==> src/rtl/twos_neg_pkg.sv <==
// Shared definitions for the two-requester negation arbiter.
// State encodings plus helpers for the W-dependent range limits (W <= 32).
package twos_neg_pkg;

    localparam int DEF_W = 8;

    localparam logic [1:0] IDLE = 2'd0;
    localparam logic [1:0] CALC = 2'd1;
    localparam logic [1:0] OUT  = 2'd2;

    // -2^(w-1) as a raw bit pattern: MSB set, everything else clear
    function automatic logic [31:0] min_neg(input int w);
        return 32'd1 << (w - 1);
    endfunction

    function automatic logic [31:0] max_pos(input int w);
        return (32'd1 << (w - 1)) - 32'd1;
    endfunction

endpackage

==> src/rtl/twos_negate.sv <==
// Combinational two's-complement negation with overflow detect.
// TWOS_NEG_SAT_EN: the unrepresentable -2^(W-1) case saturates to 2^(W-1)-1.
module twos_negate
    import twos_neg_pkg::*;
#(
    parameter int W = DEF_W
) (
    input  logic [W-1:0] op,
    output logic [W-1:0] neg,
    output logic         ovf
);

    localparam logic [W-1:0] MIN_NEG = W'(min_neg(W));

    assign ovf = (op == MIN_NEG);

`ifdef TWOS_NEG_SAT_EN
    localparam logic [W-1:0] MAX_POS = W'(max_pos(W));
    assign neg = ovf ? MAX_POS : (~op + W'(1));
`else
    assign neg = ~op + W'(1);
`endif

endmodule

==> src/rtl/twos_neg_arbiter.sv <==
// Round-robin arbiter sharing one negation unit between two requesters.
// Build option TWOS_NEG_SAT_EN selects saturation of the overflow case.
//
//   state | meaning
//   IDLE  | waiting for a valid operand; winner's ready asserted this cycle
//   CALC  | captured operand passes through the negation unit into result regs
//   OUT   | result presented, held until res_ready
module twos_neg_arbiter
    import twos_neg_pkg::*;
#(
    parameter int W = DEF_W
) (
    input  logic         clk,
    input  logic         rst_n,
    input  logic         req0_valid,
    input  logic [W-1:0] req0_data,
    output logic         req0_ready,
    input  logic         req1_valid,
    input  logic [W-1:0] req1_data,
    output logic         req1_ready,
    output logic         res_valid,
    output logic [W-1:0] res_data,
    output logic         res_id,
    output logic         res_ovf,
    input  logic         res_ready
);

    logic [1:0]   state;
    logic         last_grant;
    logic         grant0;
    logic         grant1;
    logic         idle_ok;
    logic [W-1:0] op_reg;
    logic         op_id;
    logic [W-1:0] neg;
    logic         neg_ovf;

    // Contention goes to whoever did not win last; a lone requester always wins.
    always_comb begin
        grant1 = req1_valid && (!req0_valid || !last_grant);
        grant0 = req0_valid && !grant1;
    end

    // Gated by rst_n so nothing is acknowledged while reset is held.
    assign idle_ok    = rst_n && (state == IDLE);
    assign req0_ready = idle_ok && grant0;
    assign req1_ready = idle_ok && grant1;
    assign res_valid  = (state == OUT);

    twos_negate #(.W(W)) u_negate (
        .op  (op_reg),
        .neg (neg),
        .ovf (neg_ovf)
    );

    always_ff @(posedge clk or negedge rst_n) begin
        if (!rst_n) begin
            state      <= IDLE;
            last_grant <= 1'b1;
            op_reg     <= '0;
            op_id      <= 1'b0;
            res_data   <= '0;
            res_id     <= 1'b0;
            res_ovf    <= 1'b0;
        end else begin
            case (state)
                IDLE: begin
                    if (grant0 || grant1) begin
                        op_reg     <= grant1 ? req1_data : req0_data;
                        op_id      <= grant1;
                        last_grant <= grant1;
                        state      <= CALC;
                    end
                end
                CALC: begin
                    res_data <= neg;
                    res_ovf  <= neg_ovf;
                    res_id   <= op_id;
                    state    <= OUT;
                end
                OUT: begin
                    if (res_ready) begin
                        state <= IDLE;
                    end
                end
                default: state <= IDLE;
            endcase
        end
    end

endmodule

==> config.mk <==
export PLATFORM = sky130hd
export DESIGN_NAME = twos_neg_arbiter
export DESIGN_NICKNAME = d
export VERILOG_FILES = /design/src/rtl/twos_neg_pkg.sv /design/src/rtl/twos_negate.sv /design/src/rtl/twos_neg_arbiter.sv
export SDC_FILE = /design/constraint.sdc
export NUM_CORES = 1
export LEC_CHECK = 0
export BUFFER_PORTS_ARGS = -buffer_cell sky130_fd_sc_hd__buf_2
export CORE_ASPECT_RATIO = 1.75
export CORE_MARGIN = 2
export CORE_UTILIZATION = 45
export CTS_CLUSTER_SIZE = 20
export DETAILED_ROUTE_END_ITERATION = 16
export GPL_TIMING_DRIVEN = 0
export PLACE_DENSITY = 0.8
export SLEW_MARGIN = 40
export SYNTH_ARGS = -nofsm -noshare
export SYNTH_HDL_FRONTEND = slang
export SYNTH_HIERARCHICAL = 1
export SYNTH_SLANG_ARGS = --single-unit
==> constraint.sdc <==
create_clock -name clk -period 1.9 [get_ports clk]
set_clock_uncertainty 0.05 [all_clocks]
set_input_delay 0.19 -clock clk [delete_from_list [all_inputs] [get_ports clk]]
set_output_delay 0.19 -clock clk [all_outputs]
set_load 0.05 [all_outputs]
==> run summary, run 1 <==
• finished, violations left — status
• hold timing — violations in the final reports
• 0 — number of diodes
• 5 — 1st-iter DRT viols
• 4 — number of search-and-repair iterations in the first detailed-routing pass
• 22 — maximum number of pins on one net before global-route repair
• 6 — Yosys warning count
• sky130_fd_sc_hd__clkbuf_8 — root buf cell
• 2.52 mW — total power
• 60.2% — fraction of final layout cells with drive strength greater than 1
• 578 MHz — Fmax
• 25 — Netlist cell types
• 23.8% — Area growth, synth to finish
• 34 — I/O pin count
• op_reg[3] — critical register-to-register path startpoint
• 1390 um2 — final instance area
• 0 — GRT overflow
• 12.9% — clock network fraction of design power
• 2 — Max Buffers Root-to-Sink
• 3 — Inserted Clock Buffers
• 818 — via count of the first global-routing pass
• 143 — total instance count after detailed placement
• 1660 ps — critical path required time
• 223 ps — Post-Place Setup Slack
• 6 — Max Fanout on Critical Path
• yes — clock tree from TritonCTS
• 51.3% — combinational share of power
• 1 — maximum level of the CTS H-tree
• flip-flop — CP Launch Type
• -4.02 ps — worst hold margin
• 0 — cts repair resizes
• 171 ps — Worst Setup Slack, final
• 1120 um2 — area of the mapped netlist
• 1490 ps — CP arrival
• 260 ps — worst-skew pair later-pin latency
• 4 — number of cells on the worst reg-to-reg path
• 84 — synthesized instance count
• 57.2% — Final Core Density
• 0 — max-slew violation count
• 0 — number of antenna violations at the first check in global routing
• 1.44 mW — cell-internal power
• 2 — # hold bufs at CTS
• 1510 um — Detailed Place HPWL
• 149 — final instance count without filler cells
• 35.8% — Flop pwr share
• 763 — total vias in the final route
• 41.8 um — die width
• sky130_fd_sc_hd__dfrtp_1 47%, sky130_fd_sc_hd__mux2_2 19%, sky130_fd_sc_hd__mux2_4 9.4% — largest cells by area after synthesis
• primary output — Critical Path Sink Type
• 33 — port buffer count
• res_data[7] — capture point of the worst reg-to-reg path
• 3410 um — first-pass GRT wire length
• 230 ps — flop2flop setup slack
• 469 ps — actual transition at the worst max-transition pin
• 22 — number of synthesized register bits
• 1810 nW/um2 — areal power density over the cells
• 13.0 um — routed wirelength normalized by instance count
• 0 — Final setup viols
• no — unrepaired setup endpoints after global routing
• 0 — post-CTS setup buffer count
• 46.2% — Initial Util
• 0 — number of max-capacitance violations reported
• 22 — clk sink count
• 0 — DR DRC count
• 70 ps — CTS clk-pin slew, worst paths
• 2430 um2 — Core Area
• sky130_fd_sc_hd__dfrtp_1 — most area-hungry cell type in the Yosys netlist
• in2async — type of the tightest min-delay check
• 0 ps — total negative setup slack
• 1.08 mW — switching power summed over all nets
• 68.7% — worst slew margin relative to its limit
• 2930 um2 — total die area
• 24 — Cell Rows
• 1930 um — Routed WL
• 0.670 nW — Leakage
• 15.0% — All-Layer GR Usage
• 1730 ps — final worst path period need
• 0.750 — final weighted congestion in routability-driven placement
• 49.1% — sequential cell area fraction in the yosys report
• 91.0% — post-route clock period utilization
• 1320 um2 — cell area after placement
• 205 — filler instances
• 0.792 mV — highest ir drop seen on vdd
• 42.8% — Switching Fraction
• 46.8% — share of the synthesized area in the top cell type
• 11 — number of hold-slack violations in the final timing report
• 0 — post-detailed-route count of antenna-violating nets
• 70.1 um — Chip Height
• 5.12 — detailed-route vias per instance
• reg2out — type of the worst setup path
• 146 — number of nets in the final layout
• 13.4 um2 — mean post-synth cell area
• 106 — number of nets in the synthesized netlist
-- area by class of cell --
class,instances,area (um2),area share (%)
Inverter,5,18.8,1.35
Clock buffer,4,55.1,3.96
Sequential cell,22,552,39.7
Timing Repair Buffer,35,180,12.9
Buffer,3,23.8,1.71
Tap cell,26,32.5,2.34
Multi-Input combinational cell,54,529,38.0
-- power groups by stage --
stage	Sequential (mW)	Clock, mW	Combinational, mW
global route	0.945	0.353	1.39
finish	0.905	0.325	1.30
floorplan	1.23	0	0.712
global placement	0.907	0	1.27
CTS	0.909	0.334	1.32
detailed placement	0.919	0	1.31
-- how the worst max path moves through the flow --
stage,depth (start not counted),from,end
floorplan,3,last_grant,req0_ready
global placement,4,op_reg[3],res_data[7]
detailed placement,4,op_reg[3],res_data[7]
CTS,3,state[1],req1_ready
global route,4,state[1],req0_ready
finish,3,state[1],req1_ready
-- routing by layer --
layer  GRT usage (%)  routed length (um)  up-vias
met2            29.3                1160       20
met5               0                   0        -
met1            14.7                 658      366
met4            7.53                  43        0
met3            1.55                  73        5
li1                -                   -      372
-- synthesized netlist by cell type, drive strengths merged --
cell    number
nor4         1
nand2b       2
a21boi       1
mux2        26
a31oi        1
and3         1
nand2        1
a22o         1
ha           1
nor2         4
nand3        1
buf          3
o21ai        2
xnor2        6
dfstp        1
nor3         3
dfrtp       21
or4          2
inv          5
a21oi        1
-- critical path: stages (launching register included) --
cell                      delay (ps)
sky130_fd_sc_hd__dfrtp_1         400
sky130_fd_sc_hd__nor2_1          340
sky130_fd_sc_hd__and3_2          240
sky130_fd_sc_hd__buf_2           250
-- layout by cell type, fill, tap and decap left out, types with 2 or more instances in the layout --
cell type                  Yosys  routed
sky130_fd_sc_hd__nor2_1        4       4
sky130_fd_sc_hd__mux2_2       19      19
sky130_fd_sc_hd__xnor2_1       6       6
sky130_fd_sc_hd__buf_2         1      35
sky130_fd_sc_hd__clkbuf_8      0       4
sky130_fd_sc_hd__nor3_1        3       3
sky130_fd_sc_hd__dfrtp_1      21      21
sky130_fd_sc_hd__inv_1         5       5
sky130_fd_sc_hd__nand2b_1      2       2
sky130_fd_sc_hd__mux2_4        7       7
-- kinds of logic (layout without fill, tap and decap cells) --
group,count (synthesis),count (layout),share of synthesized area [%]
AO/OA/AOI/OAI,6,6,4.12
adder cells (fa/ha/maj),1,1,1.11
multiplexers,26,26,28.4
flip-flops,22,22,49.1
buffers and inverters,8,47,3.79
XOR/XNOR,6,6,4.68
AND/OR/NAND/NOR,15,15,8.80
No activity file was read; power rests on OpenSTA's default activity.
==> run 2, diff against run 1 <==
==> constraint.sdc (replaced) <==
create_clock -name clk -period 1.9 [get_ports clk]
set_clock_uncertainty 0.05 [all_clocks]
set_input_delay 0 -clock clk [delete_from_list [all_inputs] [get_ports clk]]
set_output_delay 0 -clock clk [all_outputs]
set_load 0.05 [all_outputs]
==> run 2 against run 1 <==
The flow now finishes without violations. Via count shrank 0.52%. Cell count grew 1.3%. Sequential power is essentially flat. Total power grew 0.83%. Critical path type is now reg2reg. Critical endpoint is now last_grant.
==> run summary, run 2 (synthesis results as in run 1) <==
• complete, no violations — status
• 12.3 um — routed wirelength normalized by instance count, -5.4%
• in2reg — type of the tightest min-delay check
• 0.678 nW — Leakage, +1.2%
• 759 — total vias in the final route, -0.52%
• 2930 um2 — total die area, unchanged
• 0 — Final setup viols, unchanged
• 1850 um — Routed WL, -4.1%
• 0 — number of antenna violations at the first check in global routing, unchanged
• 1800 nW/um2 — areal power density over the cells, -0.95%
• 2 — Max Buffers Root-to-Sink, unchanged
• yes — clock tree from TritonCTS
• 529 um2 — area of the multi-input gates, unchanged
• 0 ps — total negative setup slack, unchanged
• 1680 ps — final worst path period need, -51.6 ps
• 41.8 um — die width, unchanged
• 6 — Max Fanout on Critical Path, unchanged
• 260 ps — worst-skew pair later-pin latency, about the same
• 0 — number of hold-slack violations in the final timing report, -11
• 552 um2 — register area, unchanged
• 1 — maximum level of the CTS H-tree, unchanged
• 148 — number of nets in the final layout, +1.4%
• 46.2% — Initial Util, unchanged
• 0.750 — final weighted congestion in routability-driven placement, unchanged
• sky130_fd_sc_hd__buf_2 — commonest non-fill, non-tap cell in the layout
• 3310 um — first-pass GRT wire length, -3.0%
• 58.4% — fraction of final layout cells with drive strength greater than 1, -1.8 points
• 0 — DR DRC count, unchanged
• 14.3% — All-Layer GR Usage, -0.75 points
• 0 — max-slew violation count, unchanged
• 0 — GRT overflow, unchanged
• 2050 ps — critical path required time, +390 ps
• 24 — Cell Rows, unchanged
• 0 — number of diodes, unchanged
• 41.4 ps — worst hold margin, +45.4 ps
• no — unrepaired setup endpoints after global routing
• 1510 um — Detailed Place HPWL, unchanged
• 0 — post-detailed-route count of antenna-violating nets, unchanged
• 815 — via count of the first global-routing pass, -0.37%
• 22 — clk sink count, unchanged
• 513 ps — actual transition at the worst max-transition pin, +44.3 ps
• 70.1 um — Chip Height, unchanged
• 26.1% — Area growth, synth to finish
• 34 x sky130_fd_sc_hd__buf_2, 21 x sky130_fd_sc_hd__dfrtp_1, 19 x sky130_fd_sc_hd__mux2_2 — commonest cells after routing, fill and taps aside
• reg2reg — type of the worst setup path
• sky130_fd_sc_hd__clkbuf_8 — root buf cell
• 0 — number of max-capacitance violations reported, unchanged
• flip-flop — CP Launch Type
• 33 — port buffer count, unchanged
• 4 — 1st-iter DRT viols, -1
• 5.03 — detailed-route vias per instance, -1.8%
• 2430 um2 — Core Area, unchanged
• 70 ps — CTS clk-pin slew, worst paths, about the same
• 1830 ps — CP arrival, +340 ps
• 596 MHz — Fmax, +3.1%
• 88.3% — post-route clock period utilization, -2.7 points
• 3 — Inserted Clock Buffers, unchanged
• 65.8% — worst slew margin relative to its limit, -2.9 points
• 206 — filler instances, +0.49%
• 25 — maximum number of pins on one net before global-route repair, +14%
• flip-flop — Critical Path Sink Type
• 3 — number of search-and-repair iterations in the first detailed-routing pass, -1
• 34 — I/O pin count, unchanged
• 0.827 mV — highest ir drop seen on vdd, +4.4%
[run 2: cell types whose count changed in the layout (fill, tap and decap cells not counted), sizes merged]
| cell | change |
|---|---|
| dlygate4sd3 | +3 |
| buf | -1 |
[run 2: repair_timing]
item	4_1_cts	5_1_grt
endpoints found under the hold margin	23	0
setup endpoints to repair	0	0
buffers inserted	0	0
resized for setup	0	0
hold buffers	4	0
[run 2: area by class of cell]
type / instances / area share [%]
Multi-Input combinational cell: 54 / 37.4
Inverter: 5 / 1.33
Clock buffer: 4 / 3.89
Buffer: 3 / 1.68
Sequential cell: 22 / 39.0
Timing Repair Buffer: 37 / 14.5
Tap cell: 26 / 2.30
[run 2: worst paths after layout]
check / start / end / slack, ps / cells past startpoint
worst min-delay path: req0_data[5] / op_reg[5] / 40 / 3
worst max register to register: state[1] / last_grant / 220 / 4
worst min register to register: res_data[1] / res_data[1] / 460 / 1
worst max-delay path: state[1] / last_grant / 220 / 4
min in group asynchronous: rst_n / res_data[5] / 190 / 2
max in group asynchronous: rst_n / last_grant / 1240 / 2
[run 2: metrics by stage]
stage / instances / area (um2) / total power [mW] / utilization [%] / setup slack (ps)
4_1_cts: 151 / 1420 / 2.58 / 58.2 / 213
5_1_grt: 151 / 1420 / 2.71 / 58.2 / 132
3_3_place_gp: 143 / 1320 / 2.18 / 54.3 / 249
3_5_place_dp: 143 / 1320 / 2.23 / 54.3 / 223
2_1_floorplan: 84 / 1120 / 1.95 / - / 300
6_report: 151 / 1420 / 2.55 / 58.2 / 223
[run 2: layer usage]
metal  part of all wire (%)  global-route usage, %
met2                     58                   27.4
met1                     36                   14.2
met4                    2.3                   7.53
met3                    3.8                   1.55
met5                      0                      0
[run 2: worst max-delay path: stages (launching register included)]
cell and delay, ps:
sky130_fd_sc_hd__dfrtp_1 400, sky130_fd_sc_hd__nor2_1 340, sky130_fd_sc_hd__a21oi_1 120, sky130_fd_sc_hd__a31oi_1 150, sky130_fd_sc_hd__dlygate4sd3_1 560
[run 2: power by group]
part           leakage (nW)  total [mW]  internal (mW)  switching, mW
combinational         0.388        1.32          0.566          0.750
sequential            0.261       0.905          0.712          0.193
clock                0.0288       0.325          0.185          0.140
